[src/rtl/regfile_pkg.sv]
// Shared constants and enums for the register-file port arbiter.
package regfile_pkg;

  localparam int NUM_REGS = 32;
  localparam int ADDR_W   = 5;
  localparam int DATA_W   = 32;

  typedef enum logic {
    INIT = 1'b0,
    RUN  = 1'b1
  } state_e;

  typedef enum logic {
    REQ_A = 1'b0,
    REQ_B = 1'b1
  } req_id_e;

endpackage

[src/rtl/rr_arb2.sv]
// Two-way round-robin arbiter; the pointer remembers the last winner and
// moves only when the caller reports that the grant was consumed.
module rr_arb2
  import regfile_pkg::*;
(
  input  logic       clk,
  input  logic       rst_n,
  input  logic [1:0] req,
  input  logic       advance,
  output logic [1:0] grant
);

  req_id_e last_q, last_d;

  // Reset pretends B won last so that A has priority first.
  always_ff @(posedge clk or negedge rst_n) begin
    if (!rst_n) begin
      last_q <= REQ_B;
    end else begin
      last_q <= last_d;
    end
  end

  always_comb begin
    grant = 2'b00;
    case (req)
      2'b01:   grant = 2'b01;
      2'b10:   grant = 2'b10;
      2'b11:   grant = (last_q == REQ_A) ? 2'b10 : 2'b01;
      default: grant = 2'b00;
    endcase
  end

  always_comb begin
    last_d = last_q;
    if (advance) begin
      last_d = grant[1] ? REQ_B : REQ_A;
    end
  end

endmodule

[src/rtl/regfile_port_arbiter.sv]
// Clears the register file after reset, then gives A and B private read ports
// and round-robin access to the single write port.
// Handshake: a request transfers on a posedge where valid && ready; requesters
// hold valid/write/addr/data stable until then; responses cannot be stalled.
module regfile_port_arbiter #(
  parameter int NUM_REGS = regfile_pkg::NUM_REGS,
  parameter int ADDR_W   = regfile_pkg::ADDR_W,
  parameter int DATA_W   = regfile_pkg::DATA_W
) (
  input  logic              Clk,
  input  logic              Reset_n,
  input  logic              ReqA_valid,
  input  logic              ReqA_write,
  input  logic [ADDR_W-1:0] ReqA_addr,
  input  logic [DATA_W-1:0] ReqA_data,
  output logic              ReqA_ready,
  output logic              RespA_valid,
  output logic [DATA_W-1:0] RespA_data,
  input  logic              ReqB_valid,
  input  logic              ReqB_write,
  input  logic [ADDR_W-1:0] ReqB_addr,
  input  logic [DATA_W-1:0] ReqB_data,
  output logic              ReqB_ready,
  output logic              RespB_valid,
  output logic [DATA_W-1:0] RespB_data,
  output logic              InitDone,
  output logic [DATA_W-1:0] WriteData,
  output logic [ADDR_W-1:0] WriteRegister,
  output logic              RegWrite,
  output logic [ADDR_W-1:0] ReadRegister1,
  input  logic [DATA_W-1:0] ReadData1,
  output logic [ADDR_W-1:0] ReadRegister2,
  input  logic [DATA_W-1:0] ReadData2,
  output logic              dbg_state
);

  import regfile_pkg::*;

  localparam logic [ADDR_W-1:0] LAST_REG  = ADDR_W'(NUM_REGS - 1);
  localparam logic [ADDR_W-1:0] FIRST_REG = ADDR_W'(1);

  state_e            state_q, state_d;
  logic [ADDR_W-1:0] clr_cnt_q, clr_cnt_d;
  logic              resp_a_valid_q, resp_a_valid_d;
  logic              resp_b_valid_q, resp_b_valid_d;
  logic [DATA_W-1:0] resp_a_data_q, resp_a_data_d;
  logic [DATA_W-1:0] resp_b_data_q, resp_b_data_d;
  logic              run;
  logic [1:0]        wr_req;
  logic [1:0]        wr_gnt;

  always_ff @(posedge Clk or negedge Reset_n) begin
    if (!Reset_n) begin
      state_q   <= INIT;
      clr_cnt_q <= FIRST_REG;
    end else begin
      state_q   <= state_d;
      clr_cnt_q <= clr_cnt_d;
    end
  end

  always_comb begin
    state_d   = state_q;
    clr_cnt_d = clr_cnt_q;
    case (state_q)
      INIT: begin
        clr_cnt_d = clr_cnt_q + FIRST_REG;
        if (clr_cnt_q == LAST_REG) begin
          state_d = RUN;
        end
      end
      RUN:     state_d = RUN;
      default: state_d = INIT;
    endcase
  end

  assign run       = (state_q == RUN);
  assign dbg_state = state_q;
  assign wr_req    = {ReqB_valid & ReqB_write & run, ReqA_valid & ReqA_write & run};

  // A non-zero grant is always a completed write handshake.
  rr_arb2 u_wr_arb (
    .clk     (Clk),
    .rst_n   (Reset_n),
    .req     (wr_req),
    .advance (|wr_gnt),
    .grant   (wr_gnt)
  );

  always_comb begin
    InitDone      = run;
    ReqA_ready    = run && (!ReqA_write || !wr_gnt[1]);
    ReqB_ready    = run && (!ReqB_write || !wr_gnt[0]);
    ReadRegister1 = run ? ReqA_addr : '0;
    ReadRegister2 = run ? ReqB_addr : '0;
    RegWrite      = 1'b0;
    WriteRegister = '0;
    WriteData     = '0;
    if (!run) begin
      // The clear writes stop the moment reset is asserted, not at the next edge.
      RegWrite      = Reset_n;
      WriteRegister = Reset_n ? clr_cnt_q : '0;
    end else if (wr_gnt[0]) begin
      RegWrite      = 1'b1;
      WriteRegister = ReqA_addr;
      WriteData     = ReqA_data;
    end else if (wr_gnt[1]) begin
      RegWrite      = 1'b1;
      WriteRegister = ReqB_addr;
      WriteData     = ReqB_data;
    end
  end

  always_comb begin
    resp_a_valid_d = run && ReqA_valid && !ReqA_write;
    resp_b_valid_d = run && ReqB_valid && !ReqB_write;
    resp_a_data_d  = resp_a_valid_d ? ReadData1 : resp_a_data_q;
    resp_b_data_d  = resp_b_valid_d ? ReadData2 : resp_b_data_q;
  end

  always_ff @(posedge Clk or negedge Reset_n) begin
    if (!Reset_n) begin
      resp_a_valid_q <= 1'b0;
      resp_b_valid_q <= 1'b0;
      resp_a_data_q  <= '0;
      resp_b_data_q  <= '0;
    end else begin
      resp_a_valid_q <= resp_a_valid_d;
      resp_b_valid_q <= resp_b_valid_d;
      resp_a_data_q  <= resp_a_data_d;
      resp_b_data_q  <= resp_b_data_d;
    end
  end

  assign RespA_valid = resp_a_valid_q;
  assign RespB_valid = resp_b_valid_q;
  assign RespA_data  = resp_a_data_q;
  assign RespB_data  = resp_b_data_q;

endmodule

[config.mk]
export PLATFORM = sky130hd
export DESIGN_NAME = regfile_port_arbiter
export DESIGN_NICKNAME = d
export VERILOG_FILES = /design/src/rtl/regfile_pkg.sv /design/src/rtl/rr_arb2.sv /design/src/rtl/regfile_port_arbiter.sv
export SDC_FILE = /design/constraint.sdc
export NUM_CORES = 1
export LEC_CHECK = 0
export CORE_AREA = 2 2 101 103
export CTS_BUF_LIST = sky130_fd_sc_hd__clkbuf_8
export DETAILED_ROUTE_END_ITERATION = 16
export DIE_AREA = 0 0 103 105
export PLACE_DENSITY = 0.83
export SETUP_SLACK_MARGIN = 0.2
export SLEW_MARGIN = 10
export SYNTH_ARGS = -nofsm -noshare
export SYNTH_HDL_FRONTEND = slang
export SYNTH_SLANG_ARGS = --single-unit
export TNS_END_PERCENT = 30
[constraint.sdc]
create_clock -name Clk -period 3.6 [get_ports Clk]
set_input_delay 0.36 -clock Clk [delete_from_list [all_inputs] [get_ports Clk]]
set_output_delay 0.36 -clock Clk [all_outputs]
set_load 0.1 [all_outputs]
==> results of run 1 <==
==> worst min-delay path by stage <==
stage,from,end,slack (ps),cells after the start
CTS,Reset_n,RespB_data[20]$_DFFE_PN0P_,300,2
global route,Reset_n,RespB_valid$_DFF_PN0_,360,2
detailed placement,u_wr_arb.last_q$_DFFE_PN1P_,u_wr_arb.last_q$_DFFE_PN1P_,470,2
global placement,u_wr_arb.last_q$_DFFE_PN1P_,u_wr_arb.last_q$_DFFE_PN1P_,470,2
finish,Reset_n,RespB_valid$_DFF_PN0_,270,2
floorplan,Reset_n,InitDone$_DFF_PN0_,60,0
==> critical path, delay by kind of cell, from the launching register on <==
family / cells / cell delay (ps)
AOI/OAI and AO/OA: 1 / 310
buffers and inverters: 3 / 850
DFF: 1 / 780
and+or+nand+nor: 1 / 230
==> power breakdown <==
group          switching, mW  total (mW)  internal [mW]
clock network          0.303       0.765          0.462
logic                   1.31        1.86          0.554
registers             0.0545       0.984          0.929
==> logic make-up after synthesis <==
kind of cell,after synthesis,share of synthesized area (%)
buf+inv,20,3.60
compound gates,43,11.1
flops,73,55.4
fa+ha+maj,2,0.758
mux,66,22.5
xor+xnor,3,0.796
simple gates,30,5.80
==> per-layer routing <==
metal  GRT usage (%)  share of wire (%)
met5               0                  0
met4            10.5                3.9
met3            8.96                 12
met2            36.5                 49
met1            23.9                 35
==> synthesized netlist by cell type <==
cell type	count
buf_4	5
dfstp_2	2
buf_6	2
nor2_1	2
or2_2	2
a22o_1	32
nand2_1	2
dfrtp_1	71
nand2_2	1
o21a_1	1
inv_1	4
o2bb2ai_1	1
mux2_2	66
nand4_1	2
and3_1	3
a31oi_1	1
a221o_1	4
xnor2_1	3
o22ai_1	1
clkbuf_1	1
a21oi_1	2
and2_1	14
buf_2	8
a21o_1	1
nand3b_2	2
nor2b_1	1
nor3_2	1
ha_1	2
==> layout make-up <==
type | instances | area [sq um]
tap | 133 | 166
timing repair buffer | 264 | 2970
clock inverter | 7 | 119
inverter | 4 | 15.0
fill | 732 | 3060
multi-input combinational | 144 | 1360
clock buffer | 9 | 124
sequential | 73 | 1830
==> per-stage QoR <==
stage	cells	worst slack (ps)
2_1_floorplan	237	223
3_3_place_gp	618	1120
3_5_place_dp	618	1080
4_1_cts	634	685
5_1_grt	634	513
6_report	634	723
==> registers in the layout (all words and copies together) (netlist names) <==
signal / flops
RespB_valid: 1
RespA_valid: 1
InitDone: 1
RespA_data: 32
RespB_data: 32
clr_cnt_q: 5
u_wr_arb.last_q: 1
==> impl_metrics.py, run 1 <==
metrics = {
    "worst_setup_path": {
        "cp-end-kind": "output pin",
        "endpoint": "WriteData[21]",
        "reg2reg_from": "InitDone$_DFF_PN0_",
        "rr_endpoint": "RespA_data[9]$_DFFE_PN0P_",
        "crit_path_start": "InitDone$_DFF_PN0_",
        "cpMaxStageDelayCell": "dfrtp_1",
        "r2r_cells": 2,
        "start_kind": "flop",
        "rrSetupSlack_ps": 1320,
        "path_max_fanout": 32,
        "path_class": "reg -> out",
        "crit_chain": "inv_1 > nor3_4 > buf_4 > a22o_1 > buf_12",
        "arrival_ps": 2520,
        "required_ps": 3240,
        "cpPeakStageDelay_ps": 780,
    },
    "synth": {
        "avgSynthCellArea_sq_um": 13.9,
        "yosys.area.top_type": "dfrtp_1",
        "synth_area_leaders": "dfrtp_1 54%, mux2_2 23%, a22o_1 8.5%, and2_1 2.7%, dfstp_2 1.6%",
        "seq_area_frac_synth_pct": 55.4,
        "postSynthNetCount": 383,
        "synth_top_area_share_pct": 53.8,
        "ys_warn_count": 0,
        "synth_seq_cells": 73,
        "synth_cells": 237,
        "yosysUniqueCellTypes": 28,
        "syn_area_sq_um": 3300,
    },
    "routing": {
        "drt_wl_total_um": 12300,
        "drt_iter0_markers": 124,
        "vias": 3048,
        "detail_route.wl_per_cell_um": 19.4,
        "final_antenna_net_count": 0,
        "drcViolationCount": 0,
        "drtPass1Iterations": 4,
        "avgViaCountPerCell": 4.81,
    },
    "clock_network": {
        "clk_latency_ps": 340,
        "cts_tree": "built",
        "clock_path_buffers": 2,
        "cts_resized": 0,
        "cts-buffers-inserted": 9,
        "ctsHoldBuffers": 0,
        "cts_setup_buffers": 0,
        "clk_pin_slew_ps": 80,
        "cts_root_buf": "clkbuf_8",
        "h-tree-depth": 3,
        "clock-sinks": 73,
    },
    "global_route": {
        "grt_pass1_wl_um": 17700,
        "grt_overflow_total": 0,
        "grt_pass1_vias": 3227,
        "grt_max_degree": 74,
        "grt_usage_pct": 22.0,
        "antenna_found_initial": 0,
    },
    "sta": {
        "tightestPinTransition_ps": 1040,
        "timing_max_transition_violations_final": 0,
        "fin_crit_sh_pct": 79.9,
        "fmax_mhz": 348,
        "maxSlewHeadroom_pct": 30.8,
        "hold_violations": 0,
        "whs_ps": 267,
        "rsz0062_at_grt": "false",
        "setup_viol": 0,
        "final.min_clock_period_ps": 2880,
        "finalSetupTns_ps": 0,
        "finalClockSkew_ps": 11.6,
    },
    "power_and_ir_drop": {
        "p_per_area_nw_per_um2": 548,
        "peakVddDrop_v": 0.000409,
        "total_power_mw": 3.61,
        "total_leakage_power_nw": 2.78,
    },
    "placement": {
        "hpwlAfterDp_um": 9950,
        "gp_congestion": 0.843,
        "numPortBuffers": 261,
        "dpl-instance-area_sq_um": 6340,
    },
    "layout": {
        "mostFrequentLayoutCell": "clkdlybuf4s50_1",
        "design_area_sq_um": 6580,
        "nets": 642,
        "final_util_pct": 68.3,
        "area_growth_pct": 99.5,
        "n_antenna_cell": 0,
        "layout-drive-gt1-share_pct": 28.7,
        "most-common-layout-cells": "210 x clkdlybuf4s50_1, 71 x dfrtp_1, 66 x mux2_2",
    },
    "floorplan": {
        "start_util_pct": 34.2,
        "io_pins": 262,
        "dieHeight_um": 105,
        "fp.dieW_um": 103,
        "rows": 36,
        "core_sq_um": 9640,
        "die-area_sq_um": 10800,
    },
    "min_path": {
        "hp-class": "in -> async",
    },
    "flow_run": {
        "maxCapViolations": 0,
    },
    "status": {
        "status": "completed",
    },
}
No activity file was read; power rests on OpenSTA's default activity.
==> inputs of run 2 (changes only) <==
--- a/config.mk
+++ b/config.mk
@@ -5,10 +5,10 @@
 export SDC_FILE = /design/constraint.sdc
 export NUM_CORES = 1
 export LEC_CHECK = 0
-export CORE_AREA = 2 2 101 103
+export CORE_MARGIN = 2
+export CORE_UTILIZATION = 34
 export CTS_BUF_LIST = sky130_fd_sc_hd__clkbuf_8
 export DETAILED_ROUTE_END_ITERATION = 16
-export DIE_AREA = 0 0 103 105
 export PLACE_DENSITY = 0.83
 export SETUP_SLACK_MARGIN = 0.2
 export SLEW_MARGIN = 10
==> constraint.sdc (replaced) <==
create_clock -name Clk -period 2.8 [get_ports Clk]
set_input_delay 0.28 -clock Clk [delete_from_list [all_inputs] [get_ports Clk]]
set_output_delay 0.28 -clock Clk [all_outputs]
set_load 0.1 [all_outputs]
==> run 2 against run 1 <==
Global-route usage about the same. Worst setup slack worse by 360 ps. Clock power up 17%. Critical endpoint is now WriteData[16]. Highest routed layer unchanged.
==> impl_metrics.py, run 2 (synthesized netlist as in run 1, its figures left out) <==
metrics = {
    "status": {
        "status": "completed",
    },
    "sta": {
        "finalWorstSetupSlack_ps": 360,
        "final.min_clock_period_ps": 2440,
        "tightestPinTransition_ps": 904,
        "maxSlewHeadroom_pct": 39.7,
        "rsz0062_at_grt": "false",
        "hold_violations": 0,
        "setup_viol": 0,
        "timing_max_transition_violations_final": 0,
        "fmax_mhz": 410,
        "finalClockSkew_ps": 14.3,
        "fin_crit_sh_pct": 87.2,
        "finalSetupTns_ps": 0,
        "whs_ps": 196,
    },
    "floorplan": {
        "dieHeight_um": 103,
        "fp.dieW_um": 103,
        "io_pins": 262,
        "die-area_sq_um": 10500,
        "rows": 35,
        "core_sq_um": 9330,
        "start_util_pct": 35.4,
    },
    "routing": {
        "vias": 3020,
        "drt_wl_total_um": 12000,
        "avgViaCountPerCell": 4.79,
        "drt_iter0_markers": 60,
        "drcViolationCount": 0,
        "detail_route.wl_per_cell_um": 19.0,
        "drtPass1Iterations": 4,
        "final_antenna_net_count": 0,
    },
    "clock_network": {
        "cts_root_buf": "clkbuf_8",
        "clock-sinks": 73,
        "clk_pin_slew_ps": 80,
        "clock_path_buffers": 2,
        "clk_latency_ps": 340,
        "cts_setup_buffers": 0,
        "cts_tree": "built",
        "ctsHoldBuffers": 0,
        "h-tree-depth": 3,
        "cts-buffers-inserted": 9,
    },
    "power_and_ir_drop": {
        "pwr-share-seq_pct": 28.1,
        "p_sw_mw": 2.13,
        "total_power_mw": 4.51,
        "clockPowerShare_pct": 19.9,
        "internal_power_mw": 2.39,
        "peakVddDrop_v": 0.000509,
        "total_leakage_power_nw": 2.86,
        "p_sw_share_pct": 47.1,
        "combPwrFrac_pct": 52.0,
        "p_per_area_nw_per_um2": 697,
    },
    "worst_setup_path": {
        "required_ps": 2520,
        "path_max_fanout": 32,
        "start_kind": "flop",
        "cp-end-kind": "output pin",
        "arrival_ps": 2160,
        "path_class": "reg -> out",
    },
    "placement": {
        "numPortBuffers": 261,
        "hpwlAfterDp_um": 9470,
        "dp_slack_ps": 433,
        "gp_congestion": 0.825,
    },
    "layout": {
        "layout-drive-gt1-share_pct": 45.8,
        "area_growth_pct": 96.4,
        "nets": 644,
        "final_util_pct": 69.5,
        "mostFrequentLayoutCell": "clkdlybuf4s50_1",
        "n_antenna_cell": 0,
        "most-common-layout-cells": "142 x clkdlybuf4s50_1, 83 x buf_4, 70 x dfrtp_1",
    },
    "global_route": {
        "top_usage_layer": "met2",
        "grt_pass1_wl_um": 17100,
        "antenna_found_initial": 0,
        "use_met1_pct": 23.0,
        "grt_usage_pct": 22.0,
        "grt_util_met3_pct": 7.66,
        "grt_overflow_total": 0,
        "grt_pass1_vias": 3181,
        "grt_max_degree": 74,
        "met2_usage_pct": 39.9,
    },
    "min_path": {
        "hp-class": "in -> async",
    },
    "flow_run": {
        "maxCapViolations": 0,
    },
}
==> run 2: cell types whose count changed in the layout (fill, tap and decap cells not counted), sizes merged <==
cell           before  now
buf                54  124
clkdlybuf4s50     210  142
clkbuf              9   10
inv                 6    4
clkinvlp            1    2
bufinv              3    2
==> run 2: power by group through the flow <==
stage | Clock [mW] | Sequential [mW] | Combinational (mW)
detailed placement | 0 | 1.29 | 2.36
global route | 0.978 | 1.29 | 2.41
finish | 0.897 | 1.27 | 2.35
floorplan | 0 | 2.30 | 0.600
CTS | 0.921 | 1.27 | 2.36
global placement | 0 | 1.28 | 2.34
==> run 2: final timing paths <==
| check | start | end | slack (ps) | cells past startpoint |
|---|---|---|---|---|
| worst max-delay path | InitDone$_DFF_PN0_ | WriteData[16] | 360 | 5 |
| worst min-delay path | Reset_n | RespA_data[30]$_DFFE_PN0P_ | 200 | 2 |
| worst max register to register | InitDone$_DFF_PN0_ | RespB_data[28]$_DFFE_PN0P_ | 1140 | 3 |
| worst min register to register | u_wr_arb.last_q$_DFFE_PN1P_ | u_wr_arb.last_q$_DFFE_PN1P_ | 490 | 2 |
| max in group asynchronous | Reset_n | InitDone$_DFF_PN0_ | 1940 | 2 |
| min in group Clk | u_wr_arb.last_q$_DFFE_PN1P_ | u_wr_arb.last_q$_DFFE_PN1P_ | 490 | 2 |
==> run 2: critical path: stages, from the launching register on <==
cell     delay (ps)
dfrtp_4         590
inv_1           220
nor3_4          230
buf_6           270
a22o_1          300
buf_12          210
==> run 2: stage by stage <==
stage / instance area (sq um) / instances
after detailed placement: 6260 / 616
after global placement: 6260 / 616
after floorplan: 3340 / 237
final: 6480 / 631
after global routing: 6480 / 631
after CTS: 6480 / 631
==> run 2: timing repair <==
action	in CTS	in global routing
resized for setup	1	1
setup endpoints to repair	4	2
cloned	0	0
==> run 2: cell type report <==
type / count / area (sq um)
flip-flops and latches: 73 / 1830
inverters: 4 / 15.0
multi-input cells: 144 / 1400
clock buffers: 10 / 138
well taps: 129 / 161
fillers: 694 / 2850
clock inverters: 5 / 80.1
repair buffers: 266 / 2860
==> run 2: layer usage <==
metal | up-vias | part of all wire (%)
li1 | 1392 | -
met1 | 1445 | 34
met2 | 162 | 53
met3 | 21 | 10
met4 | 0 | 2.7
met5 | - | 0
